### src/rtl/mult_pipe_unit_pkg.sv
// Purpose: shared encodings and default parameters for the pipelined multiplier.
// Latency: n/a (types and constants only).
// Backpressure: n/a.
package mult_pipe_unit_pkg;

    // Operation select carried alongside each op down the pipe.
    typedef enum logic [1:0] {
        MULT_TYPE_LO = 2'b00,   // MUL    : low half, signed x signed
        MULT_TYPE_SS = 2'b01,   // MULH   : high half, signed x signed
        MULT_TYPE_SU = 2'b10,   // MULHSU : high half, signed x unsigned
        MULT_TYPE_UU = 2'b11    // MULHU  : high half, unsigned x unsigned
    } mult_type_t;

    localparam int DEFAULT_XLEN   = 32;
    localparam int DEFAULT_STAGES = 3;

endpackage

### src/rtl/mult_pipe_core.sv
// Purpose: signed (XLEN+1)x(XLEN+1) multiplier as a STAGES-deep register chain.
// Latency: STAGES clock enables from operand capture to p; stage 0 holds the operands.
// Backpressure: every register holds while en=0; no reset, validity is tracked by the caller.
//
// Ports: clk, en (shift enable), a/b (sign-extended operands, XLEN+1 bits),
//        p (product truncated to 2*XLEN bits). Replaceable by vendor IP of equal latency.
module mult_pipe_core #(
    parameter int XLEN   = 32,
    parameter int STAGES = 3
) (
    input  logic                clk,
    input  logic                en,
    input  logic [XLEN:0]       a,
    input  logic [XLEN:0]       b,
    output logic [2*XLEN-1:0]   p
);

    logic [XLEN:0]     a_q;
    logic [XLEN:0]     b_q;
    logic [2*XLEN-1:0] a_wide;
    logic [2*XLEN-1:0] b_wide;
    logic [2*XLEN-1:0] prod;

    always_ff @(posedge clk) begin
        if (en) begin
            a_q <= a;
            b_q <= b;
        end
    end

    // Sign-extend to the result width; a modular product of the extended
    // values equals the signed product truncated to 2*XLEN bits.
    assign a_wide = {{(XLEN-1){a_q[XLEN]}}, a_q};
    assign b_wide = {{(XLEN-1){b_q[XLEN]}}, b_q};
    assign prod   = a_wide * b_wide;

    generate
        if (STAGES == 1) begin : g_single
            assign p = prod;
        end else begin : g_chain
            logic [2*XLEN-1:0] pipe_q [STAGES-1];
            always_ff @(posedge clk) begin
                if (en) begin
                    pipe_q[0] <= prod;
                    for (int i = 1; i < STAGES - 1; i++) begin
                        pipe_q[i] <= pipe_q[i-1];
                    end
                end
            end
            assign p = pipe_q[STAGES-2];
        end
    endgenerate

endmodule

### src/rtl/mult_pipe_unit.sv
// Purpose: RV32M/RV64M MUL/MULH/MULHSU/MULHU unit with tags, flush, hazard bitmap, in-flight count.
// Latency: STAGES cycles from accept to out_valid, plus one cycle per stalled cycle; 1 op/cycle.
// Backpressure: whole pipe (tags and datapath) holds while out_valid & ~out_ready; in_ready drops.
//
// Ports: in_valid/in_ready/in_a/in_b/in_type/in_rd (issue side), flush (kill in-flight),
//        out_valid/out_ready/out_data/out_rd (writeback side), hazard_flags (pending rd bitmap),
//        inflight (occupied stages, including rd=0 ops that drain silently).
module mult_pipe_unit
    import mult_pipe_unit_pkg::*;
#(
    parameter int XLEN   = DEFAULT_XLEN,
    parameter int STAGES = DEFAULT_STAGES,
    parameter int CNT_W  = $clog2(STAGES + 1)
) (
    input  logic              clk,
    input  logic              rst,
    input  logic              in_valid,
    output logic              in_ready,
    input  logic [XLEN-1:0]   in_a,
    input  logic [XLEN-1:0]   in_b,
    input  logic [1:0]        in_type,
    input  logic [4:0]        in_rd,
    input  logic              flush,
    output logic              out_valid,
    input  logic              out_ready,
    output logic [XLEN-1:0]   out_data,
    output logic [4:0]        out_rd,
    output logic [31:0]       hazard_flags,
    output logic [CNT_W-1:0]  inflight
);

    logic [STAGES-1:0] vld_q;
    logic [4:0]        rd_q  [STAGES];
    mult_type_t        typ_q [STAGES];

    logic              advance;
    logic              accept;
    logic              retire;
    logic              last_vld;
    mult_type_t        in_typ;
    logic              a_sign;
    logic              b_sign;
    logic [2*XLEN-1:0] prod;

    assign in_typ   = mult_type_t'(in_type);
    assign last_vld = vld_q[STAGES-1];

    // A dropped (rd=0) op at the exit never raises out_valid, so it never stalls.
    assign out_valid = last_vld & (rd_q[STAGES-1] != 5'd0);
    assign advance   = ~out_valid | out_ready;
    assign in_ready  = advance & ~flush;
    assign accept    = in_valid & in_ready;
    // Any valid op leaving the last stage, delivered or dropped, frees a slot.
    assign retire    = last_vld & advance;

    assign a_sign = (in_typ != MULT_TYPE_UU) & in_a[XLEN-1];
    assign b_sign = ((in_typ == MULT_TYPE_LO) | (in_typ == MULT_TYPE_SS)) & in_b[XLEN-1];

    mult_pipe_core #(
        .XLEN   (XLEN),
        .STAGES (STAGES)
    ) u_core (
        .clk (clk),
        .en  (advance),
        .a   ({a_sign, in_a}),
        .b   ({b_sign, in_b}),
        .p   (prod)
    );

    // Valid bits and occupancy: reset beats flush, flush beats everything else.
    always_ff @(posedge clk) begin
        if (rst) begin
            vld_q    <= '0;
            inflight <= '0;
        end else if (flush) begin
            vld_q    <= '0;
            inflight <= '0;
        end else begin
            if (advance) begin
                vld_q[0] <= accept;
                for (int i = 1; i < STAGES; i++) begin
                    vld_q[i] <= vld_q[i-1];
                end
            end
            inflight <= inflight + CNT_W'(accept) - CNT_W'(retire);
        end
    end

    // Tags follow the datapath enable; their contents only matter where the valid bit is set.
    always_ff @(posedge clk) begin
        if (advance) begin
            rd_q[0]  <= in_rd;
            typ_q[0] <= in_typ;
            for (int i = 1; i < STAGES; i++) begin
                rd_q[i]  <= rd_q[i-1];
                typ_q[i] <= typ_q[i-1];
            end
        end
    end

    always_comb begin
        out_data = '0;
        out_rd   = 5'd0;
        if (last_vld) begin
            out_rd   = rd_q[STAGES-1];
            out_data = (typ_q[STAGES-1] == MULT_TYPE_LO) ? prod[XLEN-1:0] : prod[2*XLEN-1:XLEN];
        end
    end

    // Pending-write bitmap: every occupied stage plus the op being accepted now.
    always_comb begin
        hazard_flags = '0;
        for (int s = 0; s < STAGES; s++) begin
            if (vld_q[s]) begin
                hazard_flags[rd_q[s]] = 1'b1;
            end
        end
        if (accept) begin
            hazard_flags[in_rd] = 1'b1;
        end
        hazard_flags[0] = 1'b0;
    end

endmodule

### config.mk
export PLATFORM = sky130hd
export DESIGN_NAME = mult_pipe_unit
export DESIGN_NICKNAME = d
export VERILOG_FILES = /design/src/rtl/mult_pipe_unit_pkg.sv /design/src/rtl/mult_pipe_core.sv /design/src/rtl/mult_pipe_unit.sv
export SDC_FILE = /design/constraint.sdc
export NUM_CORES = 2
export LEC_CHECK = 0
export ABC_AREA = 0
export BUFFER_PORTS_ARGS = -buffer_cell sky130_fd_sc_hd__buf_2
export CORE_MARGIN = 4
export CORE_UTILIZATION = 50
export CTS_CLUSTER_DIAMETER = 30
export DETAILED_ROUTE_END_ITERATION = 8
export GPL_TIMING_DRIVEN = 0
export PLACE_DENSITY = 0.71
export SYNTH_ARGS = -nofsm -noshare
export SYNTH_HDL_FRONTEND = slang
export SYNTH_SLANG_ARGS = --single-unit
export TNS_END_PERCENT = 1
### constraint.sdc
create_clock -name clk -period 8.5 [get_ports clk]
set_input_delay 0 -clock clk [delete_from_list [all_inputs] [get_ports clk]]
set_output_delay 0 -clock clk [all_outputs]
set_load 0.005 [all_outputs]
==> flow_summary.yaml <==
worst_setup_path:
  required_ns: 8.84
  arrival_ns: 8.90
  criticalPathCategory: "flop to flop"
  endpoint_kind: "flop"
  r2r_cells: 23
  critPathMaxFanout: 12
  startpoint_type: "flop"
placement:
  place_congestion: 1.050
  place_ws_ns: -1.649
  dp_hpwl_um: 129500
  io_buffers: 147
hold_path:
  hold_path_depth: 2
  hp-class: "primary input to flop"
timing:
  setup_viol: 1
  period_minus_slack_ns: 8.561
  rsz0062_at_grt: "yes"
  tns_ns: -0.06121
  fin_ws_ns: -0.06121
  min_period_over_period: 1.007
  fmax_mhz: 116.8
  finalHoldViolCount: 0
  slew_viol_final: 0
  maxSlewHeadroom: 0.1416
  worstMarginPinSlew_ns: 1.285
  finalClockSkew_ns: 0.05122
final_layout:
  final_layout_size_suffix_gt1_frac: 0.1218
  area_delta_synth_final_pct: 14.21
  nFillCells: 7988
  multiInputGateArea_um2: 35540
  fin_nets: 6436
  register_area_um2: 6556
global_routing:
  grt_max_degree: 116
  grt_overflow: 0
  grt_pass1_vias: 37714
  grt_pass1_wl_um: 238600
  track_usage: 0.3359
  antenna_found_initial: 23
synth:
  yosys_warnings: 0
  syn_inst: 4657
  ys_seq_area_frac: 0.1406
  synthFlopType: "edfxtp_1"
  synth-seq-cells: 220
  synth_common_cells: "fa_1, inv_1, nand2_1, and2_1, clkbuf_1"
  synth.net_count: 6072
  synth.largest_area_cell: "fa_1"
  yosys-top-cells-area: "fa_1, edfxtp_1, inv_1, and2_1, ha_1"
  ys_types: 81
  synth_edf_count: 215
  syn-cell-area_um2: 46640
  synth_area_per_cell_um2: 10.01
  async_reset_ff_frac: 0
  synth.most_common_cell: "fa_1"
  yosysTopAreaCellShare: 0.4829
clock_tree:
  cts_max_path_buffers: 3
  cts_root_buf: "clkbuf_16"
  cts_buffers: 54
  clkSlewWorstSetupHoldPaths_ns: 0.05
  clock_latency_ns: 0.65
  cts.sinks: 220
  h-tree-depth: 2
  cts_tree: "built"
route:
  vias: 35731
  ant_nets: 0
  drtIter0Drc: 3577
  drt-total-wl_um: 161600
  avgRoutedWirePerCell_um: 25.55
  post-route-drc-count: 0
  vias_per_cell: 5.648
  dr.pass1.iters: 5
die:
  dieWidth_um: 313.4
  std_cell_rows: 111
  start_util: 0.5065
  die_area_um2: 98230
  ios: 149
  core_area_um2: 92080
  fp.dieH_um: 313.4
outcome:
  violations: "negative setup slack"
  status: "complete, but fails checks"
job:
  maxCapViolCount: 0
## layout make-up
type,instances,share of cell area
diodes,18,0.0008456
plain buffers,224,0.02354
clock buffers,55,0.02544
clock inverters,45,0.008785
inverters,1083,0.07674
multi-input cells,3121,0.6672
flip-flops and latches,220,0.1231
well taps,1243,0.02920
repair buffers,317,0.04519
## final timing paths
kind / endpoint / from / slack [ns]
worst max-delay path: u_core.g_chain.pipe_q[0][63] / u_core.b_q[30] / -0.06
worst min-delay path: u_core.b_q[30] / in_b[30] / 0.05
worst max register to register: u_core.g_chain.pipe_q[0][63] / u_core.b_q[30] / -0.06
worst min register to register: u_core.g_chain.pipe_q[0][101] / u_core.g_chain.pipe_q[0][37] / 0.38
## flip-flops by register name (all words and copies together), names as in the netlist
signal and count:
rd_q 15, vld_q 3, u_core.g_chain.pipe_q 128, typ_q 6
inflight 2, u_core.a_q 33, u_core.b_q 33
## placed cells by master, fill, tap and decap left out, types with 34 or more instances in the layout
cell,instances
a21boi_0,34
a21oi_1,78
and2_1,550
buf_2,160
buf_4,79
clkbuf_1,52
clkbuf_16,54
clkbuf_2,108
clkbuf_4,35
dlygate4sd3_1,77
edfxtp_1,215
fa_1,1103
ha_1,200
inv_1,1073
nand2_1,630
nor2_1,45
nor2b_1,40
o21ai_0,57
xnor2_1,51
## layer usage
metal | share of wire | vias up | GRT usage
met3 | 0.12 | 614 | 0.09078
met4 | 0.088 | 4 | 0.2339
met2 | 0.44 | 2296 | 0.5028
li1 | - | 14519 | -
met1 | 0.36 | 18298 | 0.4272
met5 | 0.00019 | - | 0
## what timing repair did
action | in CTS | in global routing
endpoints found under the setup margin | 26 | 19
pin swaps | 25 | 25
setup buffers | 77 | 15
hold endpoints to repair | 78 | 0
hold buffers | 77 | 0
resized for setup | 273 | 83
## through the flow
step / instance area, um2 / utilization / std cells / hold slack, ns
finish: 53270 / 0.5785 / 6326 / 0.05260
CTS: 52870 / 0.5742 / 6298 / 0.02537
global placement: 48930 / 0.5314 / 6047 / 0.1765
floorplan: 46640 / - / 4657 / 0.03592
global route: 53220 / 0.5780 / 6309 / 0.03976
detailed placement: 48960 / 0.5318 / 6048 / 0.1781
## worst max-delay path, stage by stage, from the launching register on
cell       delay [ns]
edfxtp_1         0.74
clkbuf_2         0.51
and2_1           0.23
fa_1             0.42
fa_1             0.52
fa_1             0.44
fa_1             0.47
fa_1             0.60
fa_2             0.46
fa_1             0.48
inv_1            0.05
fa_2             0.61
inv_1            0.06
ha_1             0.28
buf_6            0.14
a21o_1           0.17
o21bai_2         0.21
a221oi_4         0.32
o21ai_2          0.12
a31oi_4          0.25
o31ai_2          0.14
or4_4            0.47
a2111oi_4        0.36
nor3_4           0.12
## cells by family after synthesis
| family | count (synthesis) | share of synthesized area |
|---|---|---|
| other | 1 | 0.00008041 |
| multiplexers | 2 | 0.0004293 |
| adder cells (fa/ha/maj) | 1339 | 0.5403 |
| buffers and inverters | 1316 | 0.1064 |
| AO/OA/AOI/OAI | 322 | 0.04800 |
| XOR/XNOR | 76 | 0.01427 |
| AND/OR/NAND/NOR | 1381 | 0.1499 |
| flip-flops | 220 | 0.1406 |
Power is not shown: default switching activity piles up to over one toggle a cycle in this logic, so the estimate is an artifact.
